### config.mk
export PLATFORM = sky130hd
export DESIGN_NAME = interrupt_sequencer_flat
export DESIGN_NICKNAME = d
export VERILOG_FILES = /design/src/rtl/interrupt_sequencer_if.sv /design/src/rtl/interrupt_sequencer.sv /design/src/flat_wrapper.sv
export SDC_FILE = /design/constraint.sdc
export NUM_CORES = 1
export LEC_CHECK = 0
export CAP_MARGIN = 5
export CORE_ASPECT_RATIO = 1.2
export CORE_MARGIN = 5
export CORE_UTILIZATION = 29
export CTS_CLUSTER_DIAMETER = 80
export DETAILED_ROUTE_END_ITERATION = 16
export GPL_TIMING_DRIVEN = 1
export PLACE_DENSITY = 0.69
export SLEW_MARGIN = 40
export SYNTH_ARGS = -nofsm -noshare
export SYNTH_HDL_FRONTEND = slang
export SYNTH_SLANG_ARGS = --single-unit
export TNS_END_PERCENT = 100
### constraint.sdc
create_clock -name clk -period 2.34 [get_ports clk]
set_input_delay 0.234 -clock clk [delete_from_list [all_inputs] [get_ports clk]]
set_output_delay 0.234 -clock clk [all_outputs]
set_load 0.01 [all_outputs]
### src/rtl/interrupt_sequencer_if.sv
// Request/mask pair between the interrupt controller and the CPU-side sequencer.
// intCPU rises with a valid intID and stays high until intDisabled is seen high.
interface interrupt_sequencer_if;
  logic       intCPU;
  logic [7:0] intID;
  logic       intDisabled;

  modport master (output intCPU, output intID, input intDisabled);
  modport slave  (input intCPU, input intID, output intDisabled);
endinterface

### src/rtl/interrupt_sequencer.sv
// Takes a pending interrupt at an instruction boundary, redirects fetch to the
// vector and masks further requests until the handler's reti has redirected back.
module interrupt_sequencer #(
  parameter int          ADDR_WIDTH  = 32,
  parameter int unsigned VECTOR_ADDR = 1
) (
  input  logic                  clk,
  input  logic                  reset,
  interrupt_sequencer_if.slave  irq,
  input  logic                  boundary,
  input  logic [ADDR_WIDTH-1:0] resume_pc,
  input  logic                  reti_exec,
  output logic                  redirect,
  output logic [ADDR_WIDTH-1:0] redirect_pc,
  output logic [ADDR_WIDTH-1:0] saved_pc,
  output logic [7:0]            int_id,
  output logic [15:0]           int_count,
  output logic                  spurious_reti,
  output logic [1:0]            dbg_state
);

  typedef enum logic [1:0] {
    S_IDLE   = 2'd0,
    S_ACTIVE = 2'd1,
    S_RESUME = 2'd2
  } state_t;

  state_t                state, state_nx;
  logic                  dis_nx, redirect_nx, spurious_nx;
  logic [ADDR_WIDTH-1:0] redirect_pc_nx, saved_pc_nx;
  logic [7:0]            int_id_nx;
  logic [15:0]           int_count_nx;

  assign dbg_state = state;

  always_ff @(posedge clk) begin
    if (reset) begin
      state           <= S_IDLE;
      irq.intDisabled <= 1'b0;
      redirect        <= 1'b0;
      redirect_pc     <= '0;
      saved_pc        <= '0;
      int_id          <= '0;
      int_count       <= '0;
      spurious_reti   <= 1'b0;
    end else begin
      state           <= state_nx;
      irq.intDisabled <= dis_nx;
      redirect        <= redirect_nx;
      redirect_pc     <= redirect_pc_nx;
      saved_pc        <= saved_pc_nx;
      int_id          <= int_id_nx;
      int_count       <= int_count_nx;
      spurious_reti   <= spurious_nx;
    end
  end

  always_comb begin
    state_nx       = state;
    dis_nx         = 1'b0;
    redirect_nx    = 1'b0;
    redirect_pc_nx = redirect_pc;
    saved_pc_nx    = saved_pc;
    int_id_nx      = int_id;
    int_count_nx   = int_count;
    spurious_nx    = spurious_reti;
    case (state)
      S_IDLE: begin
        // A reti here has no handler to return from; flag it even if an interrupt is taken too.
        if (reti_exec) spurious_nx = 1'b1;
        if (irq.intCPU && boundary) begin
          saved_pc_nx    = resume_pc;
          int_id_nx      = irq.intID;
          redirect_nx    = 1'b1;
          redirect_pc_nx = ADDR_WIDTH'(VECTOR_ADDR);
          dis_nx         = 1'b1;
          int_count_nx   = (int_count == 16'hFFFF) ? int_count : int_count + 16'd1;
          state_nx       = S_ACTIVE;
        end
      end
      S_ACTIVE: begin
        dis_nx = 1'b1;
        if (reti_exec) begin
          redirect_nx    = 1'b1;
          redirect_pc_nx = saved_pc;
          state_nx       = S_RESUME;
        end
      end
      S_RESUME: begin
        // Mask stays up through this cycle so a new request cannot race the return redirect.
        state_nx = S_IDLE;
      end
      default: state_nx = S_IDLE;
    endcase
  end

endmodule

### src/flat_wrapper.sv
// flat-port wrapper written by rule: the top's interface ports become plain ports
module interrupt_sequencer_flat 
#(
  parameter int          ADDR_WIDTH  = 32,
  parameter int unsigned VECTOR_ADDR = 1
)
  (clk, reset, boundary, resume_pc, reti_exec, redirect, redirect_pc, saved_pc, int_id, int_count, spurious_reti, dbg_state, irq_intCPU, irq_intID, irq_intDisabled);
  interrupt_sequencer_if irq_i ();
  input  logic clk;
  input  logic reset;
  input  logic boundary;
  input  logic [ADDR_WIDTH-1:0] resume_pc;
  input  logic reti_exec;
  output logic redirect;
  output logic [ADDR_WIDTH-1:0] redirect_pc;
  output logic [ADDR_WIDTH-1:0] saved_pc;
  output logic [7:0] int_id;
  output logic [15:0] int_count;
  output logic spurious_reti;
  output logic [1:0] dbg_state;
  input wire logic [$bits(irq_i.intCPU)-1:0] irq_intCPU;
  input wire logic [$bits(irq_i.intID)-1:0] irq_intID;
  output wire logic [$bits(irq_i.intDisabled)-1:0] irq_intDisabled;
  assign irq_i.intCPU = irq_intCPU;
  assign irq_i.intID = irq_intID;
  assign irq_intDisabled = irq_i.intDisabled;
  interrupt_sequencer #(.ADDR_WIDTH(ADDR_WIDTH), .VECTOR_ADDR(VECTOR_ADDR)) u_core (.clk(clk), .reset(reset), .irq(irq_i), .boundary(boundary), .resume_pc(resume_pc), .reti_exec(reti_exec), .redirect(redirect), .redirect_pc(redirect_pc), .saved_pc(saved_pc), .int_id(int_id), .int_count(int_count), .spurious_reti(spurious_reti), .dbg_state(dbg_state));
endmodule
==> metrics.cfg <==
[timing]
tns_ps=0
finalCriticalPeriod_ps=2050
fin_skew_ps=10.5
rsz0062_at_grt=false
setup_viol=0
drv_slew=0
max_freq_mhz=489
slew_headroom=0.573
fin_crit_sh=0.874
worst_pin_slew_ps=640
finalHoldViolCount=0

[synthesis]
postSynthAreaPerCell_um2=8.17
synth_top_cell_area_share=0.540
synth_area_um2=3450
synth_cell_type_count=35
yosysSeqAreaShare=0.540
postSynthCellCount=422
ys_top_cells_by_area=dfxtp_1, nand2_1, a21oi_1
yosysMostFrequentCell=nand2_1
synth_top_cells_by_count=nand2_1, dfxtp_1, a21oi_1
syn-num-nets=468
yosys.area.top_type=dfxtp_1
synth-seq-cells=93
synth_edf_count=0
ys_warn_count=0
async_flop_share=0
ys.flop_type=dfxtp_1

[cts]
htree_levels=3
clockRootBuffer=clkbuf_16
hold_buffers=0
cts_inserted_buffers=9
clk_latency_ps=330
clockBufferDepth=2
clk_pin_slew_ps=70
cts_resized=0
cts_setup_buffers=0
cts.sinks=93
cts_tree=yes

[place]
portBuffers=137
dpl.cell_count=699
gp_congestion=0.802
hpwl_um=7420

[drt]
drc=0
drt_wl_total_um=10400
via_per_inst=4.76
first_pass_iters=5
wire_per_inst_um=14.5
drt_iter0_drc=130
via_count=3402
final_antenna_net_count=0

[setup_path]
cp.depth=5
reg2reg_depth=5
max_stage_delay_ps=490
path_common_cell=or4_1
cp-start-kind=flop
critPathTopFamily=simple AND/OR/NAND/NOR gates
arrival_ps=2300
worst-path-buf-inv=0
end_kind=flop
critPathRequiredTime_ps=2600
crit_fanout=5
worst-setup-path-type=flop to flop
crit_slowest_cell=or4_1
r2r_slack_ps=290
path_cells=ha_1 > nand3_1 > or4_1 > or4_1 > a21oi_1

[power]
power_leakage_nw=1.80
switchingPower_mw=0.780
powerDensity_nw_per_um2=656
seqPwrFrac=0.473
intPower_mw=2.73
combPwrFrac=0.103
ir_worst_vdd_mv=0.352
power_frac_clock=0.424
p_sw_frac=0.222

[global_routing]
grt_usage=0.149
antenna_found_initial=0
grt_first_pass_wirelength_um=16800
grt_pass1_vias=3402
grt-ovfl-total=0
grt_max_degree=48

[cells_and_area]
num_antenna_cells=0
drive_gt1_frac=0.0609
nNetsFinal=599
area_growth_pct=55.1
finalNonFillerCells=715

[run]
maxCapViolations=0

[worst_hold_path]
hold_path_class=primary input to flop
min_path_cells=2

[floorplan]
start_util=0.297
num_io_pins=138
die_width_um=110
core_area_um2=11600
die_area_um2=14200
die_h_um=129
fp-row-count=43

[run_status]
outcome=finished, final reports clean

==> layout by cell type (no fill, tap or decap), types with 2 or more instances in the layout <==
master,netlist,layout
buf_4,0,12
and4_1,4,4
nor2_1,19,18
nand4_1,4,4
clkbuf_16,0,9
mux2i_1,3,3
o31ai_1,5,5
a31oi_1,3,3
a211oi_1,2,2
nand2_1,111,111
clkbuf_8,0,3
a22oi_1,8,8
clkdlybuf4s50_1,0,136
nand3_1,28,28
or4_1,6,6
inv_1,4,4
a21oi_1,74,74
dfxtp_1,93,93
or3_1,2,2
o21ai_0,4,4
nor3_1,6,6
==> sequential cells by signal, indices dropped and copies added, names as in the netlist <==
register,count
u_core.irq.intDisabled,1
u_core.redirect,1
u_core.int_count,16
u_core.dbg_state,2
u_core.spurious_reti,1
u_core.saved_pc,32
u_core.redirect_pc,32
u_core.int_id,8
==> layout make-up <==
class                           count  area (um^2)
Inverter                            4         15.0
Clock buffer                       13          270
Sequential cell                    93         1860
Fill cell                        1190         6270
Timing Repair Buffer              150         1480
Tap cell                          157          196
Multi-Input combinational cell    295         1490
Clock inverter                      3         42.5
==> stage by stage <==
stage	instance area [um^2]	hold slack [ps]	total power [mW]	util	setup slack (ps)
floorplan	3450	370	1.84	-	366
global placement	5030	438	2.05	0.433	136
detailed placement	5030	447	2.06	0.433	69.2
CTS	5350	403	3.57	0.460	289
global route	5350	438	3.66	0.460	203
finish	5350	421	3.51	0.460	294
==> metal layers <==
metal,GRT usage,wire length [um],vias up,share of wire
met1,0.177,4310,1556,0.41
met4,0.0616,160,0,0.015
met2,0.247,5040,116,0.48
met3,0.0468,882,11,0.085
li1,-,-,1719,-
met5,0,0,-,0
==> worst register-to-register path, cell delays in order (launching register included) <==
cell and delay (ps):
dfxtp_1 400, ha_1 270, nand3_1 170, or4_1 490
or4_1 490, a21oi_1 160
==> final timing paths <==
check	start	to
worst min-delay path	reset	u_core.int_count[10]$_SDFFE_PP0P_
worst max register to register	u_core.int_count[0]$_SDFFE_PP0P_	u_core.int_count[12]$_SDFFE_PP0P_
worst min register to register	u_core.redirect_pc[21]$_SDFFE_PP0P_	u_core.redirect_pc[21]$_SDFFE_PP0P_
worst max-delay path	u_core.int_count[0]$_SDFFE_PP0P_	u_core.int_count[12]$_SDFFE_PP0P_
==> power by group through the flow <==
stage | Sequential (mW) | Combinational [mW] | Clock [mW]
floorplan | 1.71 | 0.128 | 0
global placement | 1.69 | 0.357 | 0
detailed placement | 1.70 | 0.363 | 0
CTS | 1.66 | 0.365 | 1.54
global route | 1.67 | 0.395 | 1.60
finish | 1.66 | 0.361 | 1.49
==> kinds of logic (layout without fill, tap and decap cells) <==
| family | Yosys count | count (layout) | synth area share |
|---|---|---|---|
| AO/OA/AOI/OAI | 100 | 100 | 0.161 |
| adder cells (fa/ha/maj) | 1 | 1 | 0.00363 |
| buffers and inverters | 34 | 170 | 0.0374 |
| flip-flops | 93 | 93 | 0.540 |
| multiplexers | 4 | 4 | 0.0120 |
| AND/OR/NAND/NOR | 190 | 190 | 0.247 |
(Power assumes the default switching activity.)
